==> src/rtl/bcd_disp_pkg.sv <==
// Purpose: shared constants and types for the BCD seven-segment scan display.
// Latency: n/a (declarations only).
// Backpressure: n/a (declarations only).
package bcd_disp_pkg;

  // Active-low segment patterns, bit order {g,f,e,d,c,b,a}
  localparam logic [6:0] SEG_0     = 7'h40;
  localparam logic [6:0] SEG_1     = 7'h79;
  localparam logic [6:0] SEG_2     = 7'h24;
  localparam logic [6:0] SEG_3     = 7'h30;
  localparam logic [6:0] SEG_4     = 7'h19;
  localparam logic [6:0] SEG_5     = 7'h12;
  localparam logic [6:0] SEG_6     = 7'h02;
  localparam logic [6:0] SEG_7     = 7'h78;
  localparam logic [6:0] SEG_8     = 7'h00;
  localparam logic [6:0] SEG_9     = 7'h10;
  localparam logic [6:0] SEG_E     = 7'h06;
  localparam logic [6:0] SEG_BLANK = 7'h7F;

  // All anodes released (active-low)
  localparam logic [3:0] AN_OFF = 4'b1111;

  // SCAN drives one digit; GUARD is the single dark cycle between digits
  typedef enum logic {
    SCAN  = 1'b0,
    GUARD = 1'b1
  } scan_state_t;

endpackage

==> src/rtl/bcd_to_7seg.sv <==
// Purpose: nibble to active-low seven-segment pattern, non-BCD nibbles show "E".
// Latency: purely combinational, zero cycles.
// Backpressure: none; output follows inputs continuously.
module bcd_to_7seg
  import bcd_disp_pkg::*;
(
  input  logic [3:0] digit,
  input  logic       blank,
  output logic [6:0] seg
);

  // Blank wins; otherwise table lookup with A..F folded onto the error glyph
  always_comb begin
    seg = SEG_BLANK;
    if (!blank) begin
      case (digit)
        4'd0:    seg = SEG_0;
        4'd1:    seg = SEG_1;
        4'd2:    seg = SEG_2;
        4'd3:    seg = SEG_3;
        4'd4:    seg = SEG_4;
        4'd5:    seg = SEG_5;
        4'd6:    seg = SEG_6;
        4'd7:    seg = SEG_7;
        4'd8:    seg = SEG_8;
        4'd9:    seg = SEG_9;
        default: seg = SEG_E;
      endcase
    end
  end

endmodule

==> src/rtl/bcd_display_scan.sv <==
// Purpose: capture a 4-digit BCD result and time-multiplex it onto a common-anode display.
// Latency: load at edge k captures at edge k; seg/dp/an/bcd_err reflect it at edge k+1.
// Backpressure: none; load is accepted every cycle and never disturbs the scan.
module bcd_display_scan
  import bcd_disp_pkg::*;
#(
  parameter int unsigned REFRESH_DIV   = 100000,
  parameter bit          BLANK_LEADING = 1'b1
) (
  input  logic        clk,
  input  logic        reset,
  input  logic        load,
  input  logic [15:0] bcd_in,
  input  logic [3:0]  carry_in,
  output logic [6:0]  seg,
  output logic        dp,
  output logic [3:0]  an,
  output logic        bcd_err
);

  localparam int          CW   = (REFRESH_DIV > 1) ? $clog2(REFRESH_DIV) : 1;
  localparam logic [CW-1:0] LAST = CW'(REFRESH_DIV - 1);

  logic [15:0]   cap_q;
  logic [3:0]    carry_q;
  logic [CW-1:0] cnt_q, cnt_d;
  logic [1:0]    idx_q, idx_d;
  scan_state_t   state_q, state_d;

  logic [3:0] nib [4];
  logic [3:0] blank_vec;
  logic       zero_above;
  logic       err_any;
  logic [3:0] cur_nib;
  logic       cur_blank;
  logic [6:0] dec_seg;

  // Capture register; reset wins over a coincident load
  always_ff @(posedge clk) begin
    if (reset) begin
      cap_q   <= 16'h0000;
      carry_q <= 4'b0000;
    end else if (load) begin
      cap_q   <= bcd_in;
      carry_q <= carry_in;
    end
  end

  // Scan state, refresh counter and digit index registers
  always_ff @(posedge clk) begin
    if (reset) begin
      state_q <= SCAN;
      cnt_q   <= '0;
      idx_q   <= 2'd0;
    end else begin
      state_q <= state_d;
      cnt_q   <= cnt_d;
      idx_q   <= idx_d;
    end
  end

  // Next-state: count through SCAN, spend the final count in GUARD, then step digit
  always_comb begin
    state_d = state_q;
    cnt_d   = cnt_q;
    idx_d   = idx_q;
    case (state_q)
      SCAN: begin
        cnt_d = cnt_q + CW'(1);
        if (cnt_d == LAST) state_d = GUARD;
      end
      GUARD: begin
        cnt_d   = '0;
        idx_d   = idx_q + 2'd1;
        state_d = SCAN;
      end
      default: begin
        cnt_d   = '0;
        idx_d   = 2'd0;
        state_d = SCAN;
      end
    endcase
  end

  // Per-digit blanking: a digit blanks when it and everything above are zero;
  // error nibbles are non-zero so they block blanking below them naturally
  always_comb begin
    zero_above = 1'b1;
    blank_vec  = 4'b0000;
    err_any    = 1'b0;
    for (int i = 0; i < 4; i++) begin
      nib[i] = cap_q[4*i +: 4];
    end
    for (int i = 3; i >= 0; i--) begin
      zero_above   = zero_above && (nib[i] == 4'd0);
      blank_vec[i] = BLANK_LEADING && (i != 0) && zero_above;
      err_any      = err_any || (nib[i] > 4'd9);
    end
  end

  // Select the digit under the current anode
  always_comb begin
    cur_nib   = nib[idx_q];
    cur_blank = blank_vec[idx_q];
  end

  bcd_to_7seg u_dec (
    .digit (cur_nib),
    .blank (cur_blank),
    .seg   (dec_seg)
  );

  // Registered outputs; GUARD darkens everything to avoid ghosting between digits
  always_ff @(posedge clk) begin
    if (reset) begin
      seg     <= SEG_BLANK;
      dp      <= 1'b1;
      an      <= AN_OFF;
      bcd_err <= 1'b0;
    end else begin
      bcd_err <= err_any;
      if (state_q == GUARD) begin
        seg <= SEG_BLANK;
        dp  <= 1'b1;
        an  <= AN_OFF;
      end else begin
        seg <= dec_seg;
        dp  <= ~((idx_q == 2'd3) && carry_q[3]);
        an  <= ~(4'b0001 << idx_q);
      end
    end
  end

endmodule

==> config.mk <==
export PLATFORM = sky130hd
export DESIGN_NAME = bcd_display_scan
export DESIGN_NICKNAME = d
export VERILOG_FILES = /design/src/rtl/bcd_disp_pkg.sv /design/src/rtl/bcd_to_7seg.sv /design/src/rtl/bcd_display_scan.sv
export SDC_FILE = /design/constraint.sdc
export NUM_CORES = 1
export LEC_CHECK = 0
export BUFFER_PORTS_ARGS = -buffer_cell sky130_fd_sc_hd__buf_2
export CORE_UTILIZATION = 53
export CTS_BUF_LIST = sky130_fd_sc_hd__clkbuf_8
export DETAILED_ROUTE_END_ITERATION = 7
export GPL_ROUTABILITY_DRIVEN = 0
export GPL_TIMING_DRIVEN = 0
export PLACE_DENSITY = 0.79
export SETUP_SLACK_MARGIN = 0.05
export SYNTH_ARGS = -nofsm -noshare
export SYNTH_HDL_FRONTEND = slang
export SYNTH_SLANG_ARGS = --single-unit
==> constraint.sdc <==
create_clock -name clk -period 1.7 [get_ports clk]
set_input_delay 0.255 -clock clk [delete_from_list [all_inputs] [get_ports clk]]
set_output_delay 0.255 -clock clk [all_outputs]
set_load 0.05 [all_outputs]
## After elaboration in Yosys (flattened, before gate mapping)

Memory sizes are Yosys's and may differ from the RTL's. A register that Yosys moved wholly into a read port is not among the register bits.
Cells that the tools add are included.

- Output and inout port bits: 13
- Flip-flop bits (word level): 46
- Logic and storage cells: 43
- Bits of input ports: 23
- Bits in read-only memories: 112
- Memories kept: 1

Memory list:

| memory | depth | width | read ports | clocked after memory_dff | wr ports | line | source |
|---|---|---|---|---|---|---|---|
| (no name shown) | 16 | 7 | 1 | 1 | 0 | bcd_to_7seg.sv:16 | `case (digit)` |

- Reduce and logical (&&, ||, !) cells: 11
- Bitwise gates (word level): 4
- Muxes and demuxes: 8
- Add/sub/neg operators: 2
- Shift operators: 1
- Equal/unequal tests: 2
- Magnitude comparators: 6

Operators with widths:

| operator | count |
|---|---|
| $pmux 17 s2 | 1 |
| $add 17x1->17 const B | 1 |
| $eq 17x17->1 const B | 1 |
| $gt 4x4->1 const B | 4 |
| $logic_not 4->1 | 3 |
| $bmux 4 s2 | 1 |
| $mux 4 | 2 |
| $not 4->4 | 1 |
| $shl 1x2->4 const A | 1 |
| $ge 3x3->1 const B | 1 |
| $logic_and 1x1->1 | 3 |
| $logic_or 1x1->1 | 3 |
| $lt 2x3->1 const B | 1 |
| $not 2->3 | 1 |
| $reduce_or 3->1 | 1 |
| $add 2x1->2 const B | 1 |
| $bmux 1 s2 | 1 |
| $eq 2x2->1 const B | 1 |
| $mux 1 | 2 |
| $not 1->1 | 2 |
| $pmux 1 s2 | 1 |
| $reduce_or 2->1 | 1 |

## Longest topological paths before layout

- Depth after elaboration: 6
- Depth in mapped cells: 7

## Cells and area by module

From an unflattened synthesis, not the netlist that was laid out.

- Cells, all modules: 265
- Area total of the unflattened synthesis: 2,473.6 µm²

Modules (own cells, without submodules):

| module | times used | area each (µm²) | cells an instance | seq. area each (µm²) |
|---|---|---|---|---|
| bcd_display_scan | 1 | 2,252.2 | 233 | 1,001.0 |
| bcd_to_7seg | 1 | 221.5 | 32 | 0.0 |

## Worst setup path before layout

Ideal clock, no wire load.

- Path kind: register to register
- From: reg cnt_q[0]
- To: reg state_q
- Buffers on the path: 0
- Arrival time: 1.752 ns
- Setup slack: -0.155 ns
- Setup time: 0.103 ns
- Data required time: 1.597 ns
- Stages on the path, launching flop included: 7
- Path through: dfxtp_1 > ha_1 > nand3_4 > or3_1 > a211oi_2 > o2111ai_1 > a2111oi_2

- Word-level cells in the longest chain between the ends: 4

Ends and longest elaborated chain:

| item | line | source |
|---|---|---|
| start: declaration | bcd_display_scan.sv:26 | `logic [CW-1:0] cnt_q, cnt_d;` |
| start signal: assignment | bcd_display_scan.sv:57 | `cnt_q <= cnt_d;` |
| $add 17x1->17 | bcd_display_scan.sv:69 | `cnt_d = cnt_q + CW'(1);` |
| $eq 17x17->1 | bcd_display_scan.sv:70 | `if (cnt_d == LAST) state_d = GUARD;` |
| $mux 1 | bcd_display_scan.sv:70 |  |
| $pmux 1 s2 | bcd_display_scan.sv:67 | `case (state_q)` |
| end signal: assignment | bcd_display_scan.sv:56 | `state_q <= state_d;` |
| end: declaration | bcd_display_scan.sv:28 | `scan_state_t state_q, state_d;` |

Every way passes these cells.
A chain may end at the register's enable or synchronous reset.

## Worst setup path after layout

- From: reg idx_q[0]
- To: reg seg[3]

- Word-level cells in the longest chain between the ends: 4
- Elaborated cells between the ends (all ways): 7
- Classes of those cells: mux (5); bitwise (1); reduce/logical (1)

Ends and longest elaborated chain:

| item | line | source |
|---|---|---|
| start: declaration | bcd_display_scan.sv:27 | `logic [1:0] idx_q, idx_d;` |
| start signal: assignment | bcd_display_scan.sv:58 | `idx_q <= idx_d;` |
| $not 2->3 (implied by the code) | bcd_display_scan.sv:103 | `cur_nib = nib[idx_q];` |
| $bmux 4 s2 | bcd_display_scan.sv:103 |  |
| $mux 4 (implied by the code) (2 in series) | bcd_display_scan.sv:103 |  |
| end: declaration | bcd_display_scan.sv:15 | `output logic [6:0] seg,` |

Several ways; a longest one is shown, not always the timed one. The select of a mux whose other input is x is not followed.

==> summary.txt <==
STA
  – Fin. Hold Viols: 0
  – Period utilization: 103%
  – Final worst slack: -53.1 ps
  – Max Fclk: 0.570 GHz
  – Fin Setup TNS: -116 ps
  – Slew margin rel.: 63.6%
  – Worst-Margin Slew: 546 ps
  – Count of final setup violators: 3
  – Final slew viol count: 0
  – RSZ-0062 raised after global routing: true
  – Final Hold Slack: 170 ps
  – Crit path time final: 1750 ps
  – Layout Skew: 5.46 ps

Synthesis
  – Post-Synthesis Cells: 248
  – Synth Area per Inst: 9.48 µm²
  – Compound-Gate Fraction of Synth Area: 8.25%
  – Ys flop type: dfxtp_1
  – Synthesis Warnings: 0
  – Synth Area in Simple Gates: 21.0%
  – Sequential fraction of the synthesis area: 42.6%
  – EDFF count, synth: 0
  – Combinational family with the most area after synthesis: simple AND/OR/NAND/NOR gates
  – Synth async-reset ratio: 0%
  – Post-synthesis mux area share: 13.2%
  – Mapped Nets: 281
  – Seq cells post-synth: 50
  – Adder-cell share of the synthesized area: 5.32%
  – Mapped Area: 2350 µm²
  – Synth Area in XOR/XNOR: 5.96%
  – Library cells used by synthesis: 41

Floorplanning
  – Die Width: 68.6 µm
  – Placeable Area: 4120 µm²
  – Initial core utilization: 57.1%
  – Row count: 23
  – IO Pins: 36
  – Die area: 4710 µm²
  – Die height: 68.6 µm

Route
  – Drt pass-1 iters: 4
  – DRT iter0 DRCs: 90
  – Antenna viol nets, final: 0
  – Via count: 1960
  – Routed WL: 5350 µm
  – Routed WL per cell: 15.0 µm
  – Drt drc: 0
  – Via/cell ratio: 5.51

Global route
  – GRT Total Usage: 23.9%
  – Largest net degree at the start of global routing: 18
  – First-pass GRT wire length: 8200 µm
  – Number of global-route vias before repair: 1779
  – Initial antenna violation count: 0
  – Total gr overflow: 0

Layout
  – Final layout net count: 338
  – Area added between synthesis and finish: 28.5%
  – ANT cells: 0
  – Layout cells sized above 1: 37.3%
  – Area of the multi-input gates: 1370 µm²
  – # fillers: 293
  – Register area: 1040 µm²

Worst setup path
  – CP Launch Type: register
  – Critical Path AT: 2020 ps
  – Worst path cell trace: buf_6 -> mux4_2 -> inv_2 -> ha_4 -> a21oi_4 -> o21ai_1 -> nand2_1
  – CP Buf/Inv Count: 2
  – Crit-path leading delay family: multiplexers
  – Worst path required time: 1970 ps
  – R2R depth: 7
  – Crit path depth: 7
  – WS Path Type: register to register
  – Slowest Stage Delay on Critical Path: 590 ps
  – CP Max Fanout: 5
  – Critical path's slowest cell: mux4_2
  – Critical path capture point type: register

Place
  – DP HPWL: 3190 µm
  – Port bufs: 31

CTS
  – Clock slew at reported path FFs: 100 ps
  – Total CTS buffers: 5
  – Clock sinks: 50
  – Htree depth: 2
  – Clk root buf: clkbuf_8
  – CTS tree: built
  – Worst-Skew Late Latency: 320 ps
  – Clock buffer depth: 2

Power and ir drop
  – Leakage: 1.22 nW
  – Peak VDD IR: 0.670 mV
  – Power Dens Cells: 807 nW/µm²

Run
  – Max_cap viols: 0

Worst hold path
  – Hold depth: 3
  – Min-delay worst type: input pin to register

Outcome
  – Run status: complete, but fails checks
  – Failing checks: setup timing
==> cell families after synthesis <==
family / count (synthesis)
AOI/OAI and AO/OA: 30
xor gates and xnor gates: 16
adders and majority gates: 10
buffers and inverters: 20
DFF: 50
muxes: 26
and+or+nand+nor: 96
==> final cells by class <==
cell class | instances | share of cell area, %
Sequential cell | 50 | 34.4
Tap cell | 50 | 2.07
Inverter | 6 | 0.828
Multi-Input combinational cell | 178 | 45.4
Buffer | 12 | 2.65
Timing Repair Buffer | 52 | 10.8
Clock buffer | 5 | 2.28
Clock inverter | 3 | 1.57
==> per-stage QoR <==
stage               util [%]  instances  setup WS (ps)  instance area, µm²  power [mW]
finish                  73.4        356          -53.1                3020        2.44
global route            73.4        356           -120                3020        2.52
CTS                     71.0        353           7.80                2920        2.42
detailed placement      63.3        329           -188                2610        1.54
global placement        63.3        329           -187                2610        1.53
floorplan                  -        248           17.5                2390        1.46
==> Yosys cell counts (2+ instances only) <==
cell type / n / area (µm²)
a211oi_1: 2 / 15.0
a21oi_1: 7 / 35.0
buf_2: 3 / 15.0
buf_4: 2 / 15.0
clkbuf_1: 9 / 33.8
dfxtp_1: 50 / 1000
ha_1: 10 / 125
inv_1: 6 / 22.5
mux2i_1: 22 / 220
mux4_2: 4 / 90.1
nand2_1: 15 / 56.3
nand2b_1: 2 / 12.5
nand3_1: 5 / 25.0
nand4_1: 5 / 31.3
nor2_1: 44 / 165
nor3_1: 4 / 20.0
nor3b_1: 2 / 15.0
nor4_1: 4 / 25.0
o21ai_0: 13 / 65.1
or3_1: 4 / 25.0
xnor2_1: 11 / 96.3
xor2_1: 5 / 43.8
==> path summary, 6_finish.rpt <==
kind	start	to	slack [ps]
min	bcd_in[8]	cap_q[8]	170
max reg2reg	idx_q[0]	seg[3]	-50
max	idx_q[0]	seg[3]	-50
min reg2reg	carry_q[3]	dp	410
==> sequential cells by signal, indices dropped and copies added (netlist names) <==
register	count
an	4
bcd_err	1
cap_q	16
carry_q	1
cnt_q	17
dp	1
idx_q	2
seg	7
state_q	1
==> power breakdown <==
part           leakage, nW  switching [mW]  internal (mW)
Sequential           0.420          0.0325           1.21
Combinational        0.746           0.183          0.118
Clock               0.0587           0.447          0.447
==> what timing repair did <==
| item | CTS | global route |
|---|---|---|
| cloned | 0 | 0 |
| pin swaps | 13 | 8 |
| setup buffers | 18 | 3 |
| resized for setup | 21 | 29 |
| setup endpoints to repair | 8 | 9 |
| hold buffers | 0 | 0 |
==> placed cells by master (no fill, tap or decap), drive strengths merged, types with 3 or more instances in the layout <==
| master | count |
|---|---|
| nand2 | 15 |
| nor4 | 5 |
| nand4 | 6 |
| mux2i | 22 |
| nand3 | 6 |
| inv | 7 |
| ha | 10 |
| a21oi | 7 |
| xnor2 | 11 |
| dfxtp | 50 |
| buf | 58 |
| nor3 | 4 |
| o21ai | 13 |
| nor2 | 44 |
| clkbuf | 11 |
| a211oi | 3 |
| or3 | 4 |
| mux4 | 4 |
| xor2 | 5 |
==> metal layers <==
metal | GRT usage [%] | vias up | wire, µm
met2 | 38.1 | 68 | 2520
met3 | 6.41 | 14 | 261
met1 | 30.4 | 912 | 2440
met4 | 9.90 | 0 | 139
met5 | 0 | - | 0
li1 | - | 966 | -
==> worst register-to-register path: cells and delay by family (launching register included) <==
kind            cells  cell delay [ps]
compound gates      2              240
simple gates        1               80
flops               1              350
mux                 1              590
fa+ha+maj           1              210
buf+inv             2              250
No activity file was read; power rests on OpenSTA's default activity.
